**src/rtl/motion_alarm_ctrl_pkg.sv**
```systemverilog
// Shared definitions for the motion alarm controller: the state encoding,
// the zone width and a small elaboration-time helper.
package motion_alarm_ctrl_pkg;

    typedef enum logic [1:0] {
        ST_IDLE    = 2'd0,
        ST_ALARM   = 2'd1,
        ST_HOLDOFF = 2'd2
    } state_t;

    localparam int ZONE_W = 3;

    // Larger of two integers, used to size the shared ALARM/HOLDOFF timer.
    function automatic int max2(input int a, input int b);
        return (a > b) ? a : b;
    endfunction

endpackage

```
**src/rtl/motion_alarm_ctrl_pir_sync_edge.sv**
```systemverilog
// W-bit two-flop synchronizer followed by a delay flop for rising-edge
// detection. A line that is already high when reset is released still
// produces one rise, because the delay flop comes out of reset at 0.
module pir_sync_edge #(
    parameter int W = 3
) (
    input  logic         clk,
    input  logic         rst,
    input  logic [W-1:0] din,
    output logic [W-1:0] rise
);

    logic [W-1:0] s1_q, s2_q, s3_q;
    logic [W-1:0] s1_d, s2_d, s3_d;

    // Next values of the synchronizer chain and the edge-detect delay flop.
    always_comb begin
        s1_d = din;
        s2_d = s1_q;
        s3_d = s2_q;
    end

    // Chain registers; asynchronous clear puts every stage at 0.
    always_ff @(posedge clk or posedge rst) begin
        if (rst) begin
            s1_q <= '0;
            s2_q <= '0;
            s3_q <= '0;
        end else begin
            s1_q <= s1_d;
            s2_q <= s2_d;
            s3_q <= s3_d;
        end
    end

    assign rise = s2_q & ~s3_q;

endmodule

```
**src/rtl/motion_alarm_ctrl.sv**
```systemverilog
// Motion-detection alarm controller. Synchronized PIR rises arm a latched
// alarm that runs for ALARM_CYCLES cycles (or until stop_alarm), then a
// HOLDOFF window blinds the sensors before returning to IDLE.
// All outputs are registered; dbg_state mirrors the FSM state register.
module motion_alarm_ctrl
    import motion_alarm_ctrl_pkg::*;
#(
    parameter int ALARM_CYCLES   = 16,
    parameter int HOLDOFF_CYCLES = 8,
    parameter int BUZZ_DIV       = 2,
    parameter int CNT_W          = 8
) (
    input  logic              clk,
    input  logic              reset,
    input  logic              stop_alarm,
    input  logic              pir_sensor_1,
    input  logic              pir_sensor_2,
    input  logic              pir_sensor_3,
    output logic              alarm,
    output logic              buzzer,
    output logic [ZONE_W-1:0] zone,
    output logic [CNT_W-1:0]  event_count,
    output logic [1:0]        dbg_state
);

    localparam int TMR_W = $clog2(max2(ALARM_CYCLES, HOLDOFF_CYCLES)) + 1;
    localparam int DIV_W = (BUZZ_DIV > 1) ? $clog2(BUZZ_DIV) : 1;

    localparam logic [TMR_W-1:0] ALARM_LOAD = TMR_W'(ALARM_CYCLES - 1);
    localparam logic [TMR_W-1:0] HOLD_LOAD  = TMR_W'(HOLDOFF_CYCLES - 1);
    localparam logic [DIV_W-1:0] DIV_LAST   = DIV_W'(BUZZ_DIV - 1);
    localparam logic [CNT_W-1:0] CNT_MAX    = '1;

    logic [ZONE_W-1:0] rise;
    logic              stop_s1_q, stop_s2_q;
    logic              stop_s;

    state_t            state_q, state_d;
    logic [TMR_W-1:0]  timer_q, timer_d;
    logic [DIV_W-1:0]  div_q, div_d;
    logic              buzzer_q, buzzer_d;
    logic              alarm_q, alarm_d;
    logic [ZONE_W-1:0] zone_q, zone_d;
    logic [CNT_W-1:0]  count_q, count_d;

    pir_sync_edge #(.W(ZONE_W)) u_pir_sync (
        .clk  (clk),
        .rst  (reset),
        .din  ({pir_sensor_3, pir_sensor_2, pir_sensor_1}),
        .rise (rise)
    );

    // Plain two-flop synchronizer for the stop button level.
    always_ff @(posedge clk or posedge reset) begin
        if (reset) begin
            stop_s1_q <= 1'b0;
            stop_s2_q <= 1'b0;
        end else begin
            stop_s1_q <= stop_alarm;
            stop_s2_q <= stop_s1_q;
        end
    end

    assign stop_s = stop_s2_q;

    // Next-state and next-output logic for the FSM, timer, divider, zone and counter.
    always_comb begin
        state_d  = state_q;
        timer_d  = timer_q;
        div_d    = div_q;
        buzzer_d = buzzer_q;
        alarm_d  = alarm_q;
        zone_d   = zone_q;
        count_d  = count_q;
        case (state_q)
            ST_IDLE: begin
                // A held stop button blinds the sensors; zone keeps the last alarm's map.
                if ((|rise) && !stop_s) begin
                    state_d  = ST_ALARM;
                    alarm_d  = 1'b1;
                    zone_d   = rise;
                    timer_d  = ALARM_LOAD;
                    buzzer_d = 1'b1;
                    div_d    = '0;
                    if (count_q != CNT_MAX) begin
                        count_d = count_q + CNT_W'(1);
                    end
                end
            end
            ST_ALARM: begin
                // Late sensors join the zone map but neither restart the timer nor count.
                zone_d = zone_q | rise;
                if (stop_s || (timer_q == '0)) begin
                    state_d  = ST_HOLDOFF;
                    alarm_d  = 1'b0;
                    buzzer_d = 1'b0;
                    div_d    = '0;
                    timer_d  = HOLD_LOAD;
                end else begin
                    timer_d = timer_q - TMR_W'(1);
                    if (div_q == DIV_LAST) begin
                        buzzer_d = ~buzzer_q;
                        div_d    = '0;
                    end else begin
                        div_d = div_q + DIV_W'(1);
                    end
                end
            end
            ST_HOLDOFF: begin
                if (timer_q == '0) begin
                    state_d = ST_IDLE;
                end else begin
                    timer_d = timer_q - TMR_W'(1);
                end
            end
            default: begin
                state_d  = ST_IDLE;
                alarm_d  = 1'b0;
                buzzer_d = 1'b0;
            end
        endcase
    end

    // FSM state and registered outputs; reset drops everything without waiting for clk.
    always_ff @(posedge clk or posedge reset) begin
        if (reset) begin
            state_q  <= ST_IDLE;
            timer_q  <= '0;
            div_q    <= '0;
            buzzer_q <= 1'b0;
            alarm_q  <= 1'b0;
            zone_q   <= '0;
            count_q  <= '0;
        end else begin
            state_q  <= state_d;
            timer_q  <= timer_d;
            div_q    <= div_d;
            buzzer_q <= buzzer_d;
            alarm_q  <= alarm_d;
            zone_q   <= zone_d;
            count_q  <= count_d;
        end
    end

    assign alarm       = alarm_q;
    assign buzzer      = buzzer_q;
    assign zone        = zone_q;
    assign event_count = count_q;
    assign dbg_state   = state_q;

endmodule

```
**config.mk**
```make
export PLATFORM = sky130hd
export DESIGN_NAME = motion_alarm_ctrl
export DESIGN_NICKNAME = d
export VERILOG_FILES = /design/src/rtl/motion_alarm_ctrl_pkg.sv /design/src/rtl/motion_alarm_ctrl_pir_sync_edge.sv /design/src/rtl/motion_alarm_ctrl.sv
export SDC_FILE = /design/constraint.sdc
export NUM_CORES = 1
export LEC_CHECK = 0
export ABC_CLOCK_PERIOD_IN_PS = 2200
export BUFFER_PORTS_ARGS = -buffer_cell sky130_fd_sc_hd__buf_4
export CAP_MARGIN = 25
export CORE_MARGIN = 2
export CORE_UTILIZATION = 45
export CTS_CLUSTER_SIZE = 12
export DETAILED_ROUTE_END_ITERATION = 16
export PLACE_DENSITY_LB_ADDON = 0.08
export RECOVER_POWER = 100
export SYNTH_ARGS = -nofsm -noshare
export SYNTH_HDL_FRONTEND = slang
export SYNTH_SLANG_ARGS = --single-unit
export TNS_END_PERCENT = 100
```
**constraint.sdc**
```tcl
create_clock -name clk -period 2.2 [get_ports clk]
set_clock_uncertainty 0.15 [all_clocks]
set_input_delay 0.44 -clock clk [delete_from_list [all_inputs] [get_ports clk]]
set_output_delay 0.44 -clock clk [all_outputs]
set_load 0.1 [all_outputs]
```
==> metrics, run 1 <==
WHS Path Cells 1; sink count of the clock tree 32; initial antenna violation count 0; Data arrival, critical path 2190 ps; Area growth, synth to finish 17.59%; final total negative setup slack 0 ps; final routed wire length divided by cell count 14.00 µm; number of vias per cell after detailed routing 5.427; TritonCTS clock tree yes; setup violators final 0; sequential share of the synthesized area 53.60%; combined flip-flop and latch cell area 815.8 µm²; proportion of layout cells with a drive suffix above 1 31.48%; floorplan die area 0.003797 mm²; number of nets still failing antenna checks after routing 0; CTS clock-pin slew for the worst setup and hold paths 110 ps; critical path data required time 2280 ps; clock buffers created by TritonCTS 5; netlist area before placement 0.001494 mm²; via count 1118; reg-to-reg slack, setup 80 ps; IO Pins 21; most common cell after layout, fill and taps aside dfrtp_1; Skew-Pair Late Insertion Delay 330 ps; 1st-pass router iterations 4; launching instance or port of the critical path dbg_state[1]$_DFFE_PP0P_; setup repair after global routing missed its margin no; Warnings, synthesis 0; r2r endpoint timer_q[0]$_DFFE_PP0P_; post-synthesis async set-or-reset flop share 100.0%; die span in y 61.62 µm; Synth Register Bits 32; worst setup slack before clock tree synthesis 112.8 ps; launch instance of the worst min-delay path stop_alarm; post-synthesis net count 143; Post-Syn Area per Cell 11.40 µm²; cell count after synthesis 131; shortest period the worst path allows 2119 ps; total half-perimeter wirelength after legalization and detailed placement 2.119 mm; Yosys cell types 37; # fillers 295; ys flop type dfrtp_1; starting density of the core 48.15%; Slew @ Worst Pin 767.5 ps; number of global-route vias before repair 1125; buffers added on ports 20; fin worst setup slack 80.80 ps; total DRC errors in the routed layout 0; r2r worst-path depth 6; Worst Setup Path Type flop to flop; number of synthesized flops with an enable pin 0; number of resized instances in the post-cts repair step 0; first-pass GRT wire length 4.961 mm; net count of the finished layout 173; highest fanout seen on the critical path 7; Final Max Slew Viols 0; Hold Vio Cnt, Final 0; Max Cap Violations 0; Setup crit start kind flop; maximum number of pins on one net before global-route repair 33; share of the clock period used by the worst path 96.33%; worst reg2reg path startpoint dbg_state[1]$_DFFE_PP0P_; ant diodes 0; critical path capture point type flop; die width 61.62 µm; maximum buffer depth of the clock tree 2; number of buffers added for setup after CTS 0; aggregate global-route resource usage 18.19%; cts-stage hold buffer count 0; Core Box Area 0.003103 mm²; achievable frequency 0.4719 GHz; top library cells by usage in the layout, fill and taps aside dfrtp_1, clkbuf_2, clkbuf_4; remaining max-slew budget at the tightest pin 48.84%; path category of the worst min-delay check input port to flop; weighted congestion reported at the end of routability-driven placement 0.9065; hold endpoint stop_s1_q$_DFF_PP0_; status completed; H-tree depth reported by CTS 2; Clk Tree Root Cell clkbuf_4; aggregate routed wire length 2.884 mm; final global-route overflow total 0; Iteration-0 DRC Markers 96; floorplan row count 20; multi-input gate area in the final layout 654.4 µm²
flip-flops by register name, summed over array words and instances, names as in the netlist:
name / flops
u_pir_sync.s1_q: 3
zone: 3
u_pir_sync.s3_q: 3
stop_s1_q: 1
dbg_state: 2
u_pir_sync.s2_q: 3
event_count: 8
timer_q: 5
stop_s: 1
buzzer: 1
alarm: 1
div_q: 1
logic make-up after synthesis:
kind of cell,Yosys count,synth area share [%]
AOI/OAI and AO/OA,30,15.49
DFF,32,53.60
muxes,5,3.769
xor gates and xnor gates,7,4.104
and+or+nand+nor,41,15.49
adders and majority gates,6,5.025
buffers and inverters,10,2.512
routing by layer:
layer | routed length [µm] | track usage, %
met1 | 1308 | 22.87
met2 | 1406 | 29.17
met3 | 135 | 5.672
met4 | 32 | 7.295
met5 | 0 | 0
critical path, stage by stage (launching register included):
cell	delay [ps]
dfrtp_4	520
inv_2	90
ha_2	250
inv_2	60
o41a_1	430
and2_4	210
mux2_4	290
cell usage after synthesis, types with 2 or more instances:
| cell | n | area [µm²] |
|---|---|---|
| a211o_1 | 2 | 17.52 |
| and3_1 | 2 | 12.51 |
| o21ai_0 | 6 | 30.03 |
| ha_1 | 6 | 75.07 |
| a21oi_1 | 2 | 10.01 |
| nand2b_1 | 4 | 25.02 |
| nand2_1 | 8 | 30.03 |
| dfrtp_1 | 32 | 800.8 |
| nor2b_1 | 5 | 31.28 |
| mux2i_1 | 3 | 30.03 |
| xnor2_1 | 5 | 43.79 |
| o211ai_1 | 5 | 37.54 |
| nor2_1 | 6 | 22.52 |
| a31oi_1 | 4 | 25.02 |
| a22o_1 | 2 | 17.52 |
| inv_1 | 9 | 33.78 |
| nand4_1 | 2 | 12.51 |
| xor2_1 | 2 | 17.52 |
| nand3_1 | 8 | 40.04 |
cell type report:
type	instances	area share (%)
multi-input combinational	89	37.25
sequential	32	46.44
tap	44	3.134
inverter	10	2.137
clock buffer	5	2.137
clock inverter	3	1.353
timing repair buffer	23	7.550
worst max path at each step:
stage	to	slack, ps	cells after the start
5_1_grt	timer_q[3]$_DFFE_PP0P_	20	6
3_3_place_gp	timer_q[0]$_DFFE_PP0P_	140	6
6_report	timer_q[0]$_DFFE_PP0P_	80	6
3_5_place_dp	timer_q[0]$_DFFE_PP0P_	110	6
4_1_cts	timer_q[0]$_DFFE_PP0P_	90	6
2_1_floorplan	event_count[1]$_DFFE_PP0P_	30	6
metrics by stage:
step | cell area (µm²) | util, % | hold slack, ps | cells
finish | 1757 | 56.61 | 76.51 | 206
floorplan | 1511 | - | 181.2 | 131
detailed placement | 1739 | 56.05 | 185.6 | 198
CTS | 1800 | 58.02 | 23.63 | 206
global route | 1757 | 56.61 | 41.46 | 206
global placement | 1739 | 56.05 | 182.7 | 198
Power of run 1 is left out: the tool's default activity adds up to more than one toggle a clock period on the data nets, which glitch-free logic cannot reach.
==> run 2: changes to the inputs <==
==> constraint.sdc (replaced) <==
create_clock -name clk -period 2.2 [get_ports clk]
set_clock_uncertainty 0.15 [all_clocks]
set_input_delay 0.22 -clock clk [delete_from_list [all_inputs] [get_ports clk]]
set_output_delay 0.22 -clock clk [all_outputs]
set_load 0.1 [all_outputs]
==> run 2 against run 1 <==
- fmax down 0.31%
- setup slack worse by 6.6 ps
- routed wire length grew 1.7%
- first-iteration DRC count grew 39%
- register-to-register slack about the same
- die area stayed put
- global-route usage up 0.087 points
==> metrics, run 2 (synthesized netlist as in run 1, its figures left out) <==
total half-perimeter wirelength after legalization and detailed placement 2.119 mm (unchanged); Slew @ Worst Pin 766.9 ps (was 767.5 ps); final global-route overflow total 0 (unchanged); final core utilization 58.23% (was 56.61%); multi-input gate area in the final layout 654.4 µm² (unchanged); shortest period the worst path allows 2126 ps (was 2119 ps); status completed (unchanged); buffers added on ports 20 (unchanged); die width 61.62 µm (unchanged); cts-stage hold buffer count 5 (was 0); 1st-pass router iterations 4 (unchanged); total DRC errors in the routed layout 0 (unchanged); maximum cell stage delay along the critical path 520 ps (about the same); TritonCTS clock tree yes (unchanged); first-pass GRT wire length 4.995 mm (was 4.961 mm); remaining max-slew budget at the tightest pin 48.87% (was 48.84%); Clk Tree Root Cell clkbuf_4 (unchanged); Core Box Area 0.003103 mm² (unchanged); Critical-path top delay cell dfrtp_4 (unchanged); proportion of layout cells with a drive suffix above 1 30.54% (was 31.48%); ant diodes 0 (unchanged); aggregate routed wire length 2.932 mm (was 2.884 mm); path category of the worst min-delay check flop to flop (was input port to flop); clock buffers created by TritonCTS 5 (unchanged); share of the clock period used by the worst path 96.63% (was 96.33%); weighted congestion reported at the end of routability-driven placement 0.9065 (unchanged); Final Max Slew Viols 0 (unchanged); Iteration-0 DRC Markers 133 (was 96); floorplan die area 0.003797 mm² (unchanged); via count 1140 (was 1118); most common cell after layout, fill and taps aside dfrtp_1 (unchanged); number of flip-flops under the largest register name 8 (unchanged); Skew-Pair Late Insertion Delay 330 ps (about the same); combined flip-flop and latch cell area 815.8 µm² (unchanged); # fillers 292 (was 295); setup repair after global routing missed its margin no (unchanged); die span in y 61.62 µm (unchanged); setup violators final 0 (unchanged); IO Pins 21 (unchanged); highest fanout seen on the critical path 7 (unchanged); aggregate global-route resource usage 18.28% (was 18.19%); initial antenna violation count 0 (unchanged); number of resized instances in the post-cts repair step 0 (unchanged); Max Cap Violations 0 (unchanged); net count of the finished layout 178 (was 173); H-tree depth reported by CTS 2 (unchanged); ordered list of cells on the worst path inv_2 -> ha_2 -> inv_2 -> o41a_1 -> and2_4 -> mux2_4 (unchanged); starting density of the core 48.15% (unchanged); Worst Setup Path Type flop to flop (unchanged); critical path data required time 2270 ps (was 2280 ps); CTS clock-pin slew for the worst setup and hold paths 110 ps (about the same); sink count of the clock tree 32 (unchanged); Data arrival, critical path 2200 ps (was 2190 ps); number of buffers added for setup after CTS 0 (unchanged); floorplan row count 20 (unchanged); tightest hold margin 207.4 ps (was 76.51 ps); number of nets still failing antenna checks after routing 0 (unchanged); maximum buffer depth of the clock tree 2 (unchanged); number of vias per cell after detailed routing 5.403 (was 5.427); Setup crit start kind flop (unchanged); maximum number of pins on one net before global-route repair 33 (unchanged); critical path capture point type flop (unchanged); final routed wire length divided by cell count 13.90 µm (was 14.00 µm); final total negative setup slack 0 ps (unchanged); Most common cell on crit path inv_2 (unchanged); Area growth, synth to finish 20.94% (was 17.59%); Hold Vio Cnt, Final 0 (unchanged); achievable frequency 0.4704 GHz (was 0.4719 GHz); top library cells by usage in the layout, fill and taps aside dfrtp_1, clkbuf_2, clkbuf_4 (unchanged); number of global-route vias before repair 1139 (was 1125)
run 2: cell count changes in the layout (fill, tap and decap cells not counted):
cell	change
dlygate4sd3_1	+5
run 2: path summary, 6_finish.rpt:
| check | startpoint | end | slack (ps) | cells after the start |
|---|---|---|---|---|
| max | dbg_state[1]$_DFFE_PP0P_ | timer_q[0]$_DFFE_PP0P_ | 70 | 6 |
| min reg2reg | u_pir_sync.s1_q[1]$_DFF_PP0_ | u_pir_sync.s2_q[1]$_DFF_PP0_ | 210 | 0 |
| min | u_pir_sync.s1_q[1]$_DFF_PP0_ | u_pir_sync.s2_q[1]$_DFF_PP0_ | 210 | 0 |
| max in group asynchronous | reset | dbg_state[0]$_DFFE_PP0P_ | 850 | 4 |
| min in group asynchronous | reset | u_pir_sync.s1_q[0]$_DFF_PP0_ | 500 | 4 |
| max reg2reg | dbg_state[1]$_DFFE_PP0P_ | timer_q[0]$_DFFE_PP0P_ | 70 | 6 |
run 2: final cells by class:
type,instances,share of cell area (%)
timing repair buffer,28,10.11
clock inverter,3,1.316
multi-input combinational,89,36.22
tap,44,3.047
inverter,10,2.078
clock buffer,5,2.078
sequential,32,45.15
run 2: worst max-delay path: cells and delay by family, from the launching register on:
| family | cells | cell delay, ps |
|---|---|---|
| and+or+nand+nor | 1 | 210 |
| buffers and inverters | 2 | 150 |
| muxes | 1 | 290 |
| AOI/OAI and AO/OA | 1 | 440 |
| DFF | 1 | 520 |
| adders and majority gates | 1 | 250 |
run 2: layer usage:
metal / GRT usage [%] / part of all wire [%] / vias to the layer above
li1: - / - / 542
met1: 22.87 / 45 / 547
met2: 29.47 / 47 / 43
met3: 5.672 / 5.3 / 8
met4: 7.295 / 1.9 / 0
met5: 0 / 0 / -
run 2: metrics by stage:
stage / instance area, µm² / cells / setup WS (ps)
after floorplan: 1511 / 131 / 25.73
after CTS: 1851 / 211 / 88.04
after detailed placement: 1739 / 198 / 112.8
final: 1807 / 211 / 74.19
after global placement: 1739 / 198 / 135.4
after global routing: 1807 / 211 / 21.05
Power of run 2 is left out for the same reason.
